[src/rtl/vz_ram_injector.sv]
// rtl/vz_ram_injector.sv - VZ loader write capture, RAM-window filter, FIFO and idle-slot RAM injector
module vz_ram_injector #(
   parameter int          DEPTH    = 16,
   parameter logic [15:0] RAM_BASE = 16'h7800,
   parameter logic [15:0] RAM_TOP  = 16'hFFFF
) (
   input  logic        I_CLK,
   input  logic        I_RST,
   input  logic [15:0] vz_addr,
   input  logic [7:0]  vz_data,
   input  logic        vz_wr,
   input  logic        cpu_mreq,
   output logic [15:0] ram_addr,
   output logic [7:0]  ram_dout,
   output logic        ram_we,
   output logic        cpu_hold,
   output logic        load_done,
   output logic        overflow,
   output logic [15:0] wr_count
);

   localparam int AW = $clog2(DEPTH);

   localparam logic [1:0] ST_IDLE  = 2'd0;
   localparam logic [1:0] ST_LOAD  = 2'd1;
   localparam logic [1:0] ST_DRAIN = 2'd2;
   localparam logic [1:0] ST_DONE  = 2'd3;

   logic [1:0]  state;
   logic        prev_wr;
   logic [15:0] last_addr;
   logic [7:0]  last_data;
   logic [23:0] mem [DEPTH];
   logic [AW:0] wr_ptr;
   logic [AW:0] rd_ptr;

   logic accept;
   logic in_win;
   logic fifo_empty;
   logic fifo_full;
   logic pop;
   logic push;
   logic drop;
   logic start;

   // A level-high stream only yields a new write when the pair changes or vz_wr re-rises.
   assign accept     = vz_wr && (!prev_wr || (vz_addr != last_addr) || (vz_data != last_data));
   assign in_win     = ({1'b0, vz_addr} >= {1'b0, RAM_BASE}) && ({1'b0, vz_addr} <= {1'b0, RAM_TOP});
   assign fifo_empty = (wr_ptr == rd_ptr);
   assign fifo_full  = (wr_ptr[AW] != rd_ptr[AW]) && (wr_ptr[AW-1:0] == rd_ptr[AW-1:0]);
   assign pop        = !fifo_empty && !cpu_mreq;
   assign push       = accept && in_win && (!fifo_full || pop);
   assign drop       = accept && in_win && fifo_full && !pop;
   assign start      = (state == ST_IDLE) && vz_wr;

   assign cpu_hold  = (state != ST_IDLE);
   assign load_done = (state == ST_DONE);

   always_ff @(posedge I_CLK) begin
      if (push) begin
         mem[wr_ptr[AW-1:0]] <= {vz_addr, vz_data};
      end
   end

   always_ff @(posedge I_CLK or posedge I_RST) begin
      if (I_RST) begin
         prev_wr   <= 1'b0;
         last_addr <= 16'h0000;
         last_data <= 8'h00;
         wr_ptr    <= '0;
         rd_ptr    <= '0;
         ram_addr  <= 16'h0000;
         ram_dout  <= 8'h00;
         ram_we    <= 1'b0;
      end else begin
         prev_wr <= vz_wr;
         if (accept) begin
            last_addr <= vz_addr;
            last_data <= vz_data;
         end
         if (push) begin
            wr_ptr <= wr_ptr + 1'b1;
         end
         if (pop) begin
            rd_ptr   <= rd_ptr + 1'b1;
            ram_addr <= mem[rd_ptr[AW-1:0]][23:8];
            ram_dout <= mem[rd_ptr[AW-1:0]][7:0];
         end
         ram_we <= pop;
      end
   end

   always_ff @(posedge I_CLK or posedge I_RST) begin
      if (I_RST) begin
         state    <= ST_IDLE;
         overflow <= 1'b0;
         wr_count <= 16'h0000;
      end else begin
         if (drop) begin
            overflow <= 1'b1;
         end else if (start) begin
            overflow <= 1'b0;
         end
         if (start) begin
            wr_count <= 16'h0000;
         end else if (ram_we) begin
            wr_count <= wr_count + 16'd1;
         end
         // A rise seen during DONE is still high in IDLE, so IDLE starts on the level.
         case (state)
            ST_IDLE:  if (vz_wr) state <= ST_LOAD;
            ST_LOAD:  if (!vz_wr) state <= ST_DRAIN;
            ST_DRAIN: begin
               if (vz_wr) begin
                  state <= ST_LOAD;
               end else if (fifo_empty && !ram_we) begin
                  state <= ST_DONE;
               end
            end
            default:  state <= ST_IDLE;
         endcase
      end
   end

endmodule

[config.mk]
export PLATFORM = sky130hd
export DESIGN_NAME = vz_ram_injector
export DESIGN_NICKNAME = d
export VERILOG_FILES = /design/src/rtl/vz_ram_injector.sv
export SDC_FILE = /design/constraint.sdc
export NUM_CORES = 1
export LEC_CHECK = 0
export CAP_MARGIN = 30
export CORE_ASPECT_RATIO = 2
export CORE_MARGIN = 2
export CORE_UTILIZATION = 45
export CTS_BUF_LIST = sky130_fd_sc_hd__clkbuf_16
export DETAILED_ROUTE_END_ITERATION = 12
export PLACE_DENSITY = 0.63
export RECOVER_POWER = 50
export SETUP_SLACK_MARGIN = 0.15
export SYNTH_ARGS = -nofsm -noshare
export SYNTH_HDL_FRONTEND = slang
export SYNTH_SLANG_ARGS = --single-unit
[constraint.sdc]
create_clock -name I_CLK -period 3.25 [get_ports I_CLK]
set_clock_uncertainty 0.1 [all_clocks]
set_input_delay 0.8125 -clock I_CLK [delete_from_list [all_inputs] [get_ports I_CLK]]
set_output_delay 0.8125 -clock I_CLK [all_outputs]
set_load 0.01 [all_outputs]
== Word-level counts from Yosys, hierarchy flattened ==
Memories as Yosys holds them, arrays and structs flattened. A register that Yosys moved wholly into a read port is not among the register bits.
Index checks and enable logic that the tools add are counted.

* Register bits after elaboration: 55
* RAM bits: 384
* Input bits: 28
* Output and inout port bits: 44
* Word-level logic and storage cells: 59
* Memories kept: 1

* $add $sub $neg: 3
* Order comparisons: 1
* Equal/unequal tests: 11
* Muxes and demuxes: 11
* Reductions and logical operators: 23

{| class="wikitable"
|+ Memory list
! name !! words !! width !! read ports !! clocked after memory_dff !! write ports !! line !! source
|-
| mem || 16 || 24 || 1 || 1 || 1 || 33 || <nowiki>logic [23:0] mem [DEPTH];</nowiki>
|}

{| class="wikitable"
|+ Operators with widths
! operator !! number
|-
| 2-to-1 mux 16 bit || 2
|-
| adder 16 x 1 -> 16 bit, second input constant || 1
|-
| greater-or-equal comparator 16 x 15 -> 1 bit, second input constant || 1
|-
| != test 16 bit || 1
|-
| adder 5 x 1 -> 5 bit, second input constant || 2
|-
| logical AND 1 bit || 9
|-
| 2-to-1 mux 2 bit || 4
|-
| != test 8 bit || 1
|-
| zero test 1 bit || 6
|-
| one-hot mux 2 bit (3 select lines) || 1
|-
| nonzero test 2 bit || 3
|-
| equality test 5 bit || 1
|-
| equality test 2 bit, second input constant || 2
|-
| equality test 4 bit || 1
|-
| 2-to-1 mux 1 bit || 4
|-
| != test 2 bit, second input constant || 2
|-
| logical OR 1 bit || 3
|-
| != test 3 bit, second input constant || 1
|-
| AND reduction 3 bit || 1
|-
| equality test 2 x 1 -> 1 bit, second input constant || 1
|-
| zero test 2 bit || 1
|-
| != test 1 bit || 1
|}

== Depth between registers and ports, before layout ==
* Word-level depth: 8
* Gate-level depth with buffers: 9
* Depth with buffers taken out: 7

== Least setup slack after synthesis ==
No wires, ideal clock.

* Path kind: input -> register
* Start point: in vz_wr
* End point: mem mem[11][0] (enable)
* Setup time: 0.440 ns
* Arrival time: 3.222 ns
* Data required time: 2.710 ns
* Setup slack: -0.512 ns
* Stages on the path: 3
* Buffers on the path: 1
* Path through: clkbuf_1 > nand4_1 > nor3b_1

* Longest elaborated chain between the ends: 5

{| class="wikitable"
|+ Ends and longest elaborated chain
! item !! line !! source
|-
| start: declaration || 11 || <nowiki>input logic vz_wr,</nowiki>
|-
| logical AND 1 bit || 47 || <nowiki>assign accept = vz_wr && (!prev_wr || (vz_addr != last_addr) || (vz_data != last_data));</nowiki>
|-
| logical AND 1 bit (2 in series) || 52 || <nowiki>assign push = accept && in_win && (!fifo_full || pop);</nowiki>
|-
| 2-to-1 mux 1 bit || 60 || <nowiki>if (push) begin</nowiki>
|-
| 2-to-1 mux 1 bit (implied by the code) || 61 || <nowiki>mem[wr_ptr[AW-1:0]] <= {vz_addr, vz_data};</nowiki>
|-
| end: declaration || 33 ||
|}

No other way between the ends.

== Worst setup path after layout ==
* Start point: in vz_addr[14]
* End point: reg last_data[7]

* Longest elaborated chain between the ends: 4

{| class="wikitable"
|+ Ends and longest elaborated chain
! item !! line !! source
|-
| start: declaration || 9 || <nowiki>input logic [15:0] vz_addr,</nowiki>
|-
| != test 16 bit || 47 ||
|-
| logical OR 1 bit (2 in series) || 47 ||
|-
| logical AND 1 bit || 47 ||
|-
| end signal: assignment || 79 || <nowiki>last_data <= vz_data;</nowiki>
|-
| end: declaration || 32 || <nowiki>logic [7:0] last_data;</nowiki>
|}

No other way between the ends.
A chain may end at the register's enable or synchronous reset.

==> out/results.tsv <==
metric	value	unit
vias	8921	
fin_nets	1086	
synth_seq_cells	463	
synth_top_area_cell	edfxtp_1	
ctsHoldBuffers	0	
crit_path_start_kind	input port	
final_area	21300	sq um
tritoncts	done	
crit_slowest_cell	dlygate4sd3_1	
rsz0062_at_grt	yes	
grt_overflow	0	
leakage	7.22	nW
die_area	41600	sq um
run_status	completed	
preCtsSetupSlack	-0.750	ns
hpwlAfterDp	28200	um
synth-edff-count	384	
ys_types	37	
worstSkewPairLatency	0.54	ns
startpoint	vz_addr[14]	
diodes	0	
track_usage	20.6	%
numCtsBuffers	40	
grt_max_degree	100	
drc	0	
maxCapViolCount	0	
yosysMostFrequentCell	edfxtp_1	
p_total	16.7	mW
final_hold_viol_count	0	
place_congestion	0.799	
cts.htree.levels	2	
reg2reg_from	rd_ptr[0]	
intPower	11.8	mW
p_switching	4.87	mW
worstHoldStart	ram_addr[9]	
p_sw_share	29.1	%
cp_cell_sequence	dlygate4sd3_1 -> xnor2_2 -> nand4_1 -> nor4_2 -> buf_4 -> nand4_2 -> buf_4 -> and2_4 -> mux2_4	
area_delta_synth_final	18.8	%
cts_root_buf	clkbuf_16	
synth.area.top_cells	edfxtp_1, mux4_2, dfrtp_1	
die_y	286	um
io_buffers	71	
final_util	54.1	%
die_width	145	um
p_clk_share	28.5	%
fin_tns_setup	0	ns
cp_num_buf_inv	3	
first_iter_violations	860	
setup_violations	0	
grt_first_pass_wirelength	62100	um
pwr-share-comb	27.8	%
initial_core_util	45.5	%
seq_area_frac_synth	75.2	%
fmax	0.323	GHz
p_seq_share	43.7	%
ys_top_cells_by_count	edfxtp_1, mux4_2, dfrtp_1	
ant_nets	0	
fin_crit_sh	95.1	%
cts_buffer_depth	3	
wirelength	42100	um
hp-class	reg -> reg	
worstPathRequired	3.57	ns
cts.reportedPaths.clkPinSlew	0.07	ns
netlist_instances	897	
ys_async_sr_fraction	17.1	%
syn_nets	931	
vias_per_cell	5.55	
drv_slew	0	
cp_max_fo	19	
ys.flop_type	edfxtp_1	
end_kind	flip-flop	
cp.arrival	3.41	ns
drive_gt1_share	24.4	%
synthesis.area	18000	sq um
core	39400	sq um
wire_per_inst	26.2	um
irDropWorstVdd	0.427	mV
synth.avg_cell_area	20.0	sq um
worst_slew_pin_slew	1.42	ns
synth_top_area_share	64.2	%
cts_sinks	463	
slowest_delay	0.61	ns
place_area	20100	sq um
yosysWarnings	0	
dr.pass1.iters	5	
fin_crit	3.09	ns
rows	103	
crit_family	simple AND/OR/NAND/NOR gates	
power_density	783	nW/um^2
relSlewSlack	4.72	%
critPathKind	in -> reg	
io_pins	72	
antenna_found_initial	0	
crit_top_cell	buf_4	
fin_ws	0.158	ns
grt_pass1_vias	9328	
## cells in the final DEF (no fill, tap or decap), drive strengths merged, types with 12 or more instances in the layout
cell type,n
nand2,36
mux4,96
nor2,21
o21ai,29
xor2,22
inv,18
buf,57
a22o,24
mux2,25
a221oi,24
dlygate4sd3,22
clkbuf,74
edfxtp,384
xnor2,26
nand4,12
and3,18
clkinv,13
dfrtp,79
clkdlybuf4s50,49
## registers in the layout (all words and copies together), names as in the netlist
| signal | count |
|---|---|
| rd_ptr | 5 |
| overflow | 1 |
| mem | 384 |
| ram_addr | 16 |
| ram_we | 1 |
| prev_wr | 1 |
| state | 2 |
| ram_dout | 8 |
| last_addr | 16 |
| wr_count | 16 |
| last_data | 8 |
| wr_ptr | 5 |
## final cells by class
class,count,area [sq um]
clock buffers,41,1030
clock inverters,31,280
fillers,3121,18100
inverters,9,35.0
multi-input cells,377,4320
flip-flops and latches,463,13500
well taps,525,657
repair buffers,161,1500
## path summary, 6_finish.rpt
kind                           endpoint  slack [ns]  depth (start not counted)
setup / recovery           last_data[7]        0.16                          9
hold / removal              ram_addr[9]        0.38                          2
setup reg to reg            ram_dout[3]        0.52                          5
hold reg to reg             ram_addr[9]        0.38                          2
max in group asynchronous  ram_addr[13]        0.69                          3
min in group asynchronous   wr_count[5]        0.95                          2
## worst reg2reg max path, cell delays in order (launching register included)
cell	delay, ns
dfrtp_4	0.48
buf_12	0.38
mux4_2	0.66
a22o_1	0.28
a221oi_1	0.52
o21ai_0	0.16
## power groups by stage
stage	Sequential [mW]	Combinational [mW]	Clock, mW
3_5_place_dp	7.42	4.73	0
4_1_cts	7.31	4.76	4.88
5_1_grt	7.36	4.94	5.09
3_3_place_gp	7.41	4.68	0
6_report	7.31	4.64	4.76
2_1_floorplan	7.36	2.90	0
## what timing repair did
action                     CTS  global route
setup endpoints to repair  406            12
pin swaps                    2             1
buffers inserted             0             0
resized for setup           13             0
## cells by family (layout without fill, tap and decap cells)
group	count (synthesis)	count (layout)	synth area share, %
XOR/XNOR	48	48	2.34
AO/OA/AOI/OAI	85	85	3.42
multiplexers	122	122	13.9
buffers and inverters	57	242	1.45
adder cells (fa/ha/maj)	6	6	0.418
AND/OR/NAND/NOR	116	116	3.29
flip-flops	463	463	75.2
## per-stage QoR
stage / hold slack (ns) / std cells
floorplan: 0.361 / 897
global placement: 0.368 / 1535
detailed placement: 0.373 / 1535
CTS: 0.391 / 1607
global route: 0.405 / 1607
finish: 0.382 / 1607
## layer usage
| metal | global-route usage (%) | routed length, um |
|---|---|---|
| met5 | 0 | 0 |
| met4 | 6.47 | 1280 |
| met3 | 2.29 | 1780 |
| met2 | 39.0 | 23400 |
| met1 | 24.7 | 15600 |
Power figures use the tool's default switching activity.
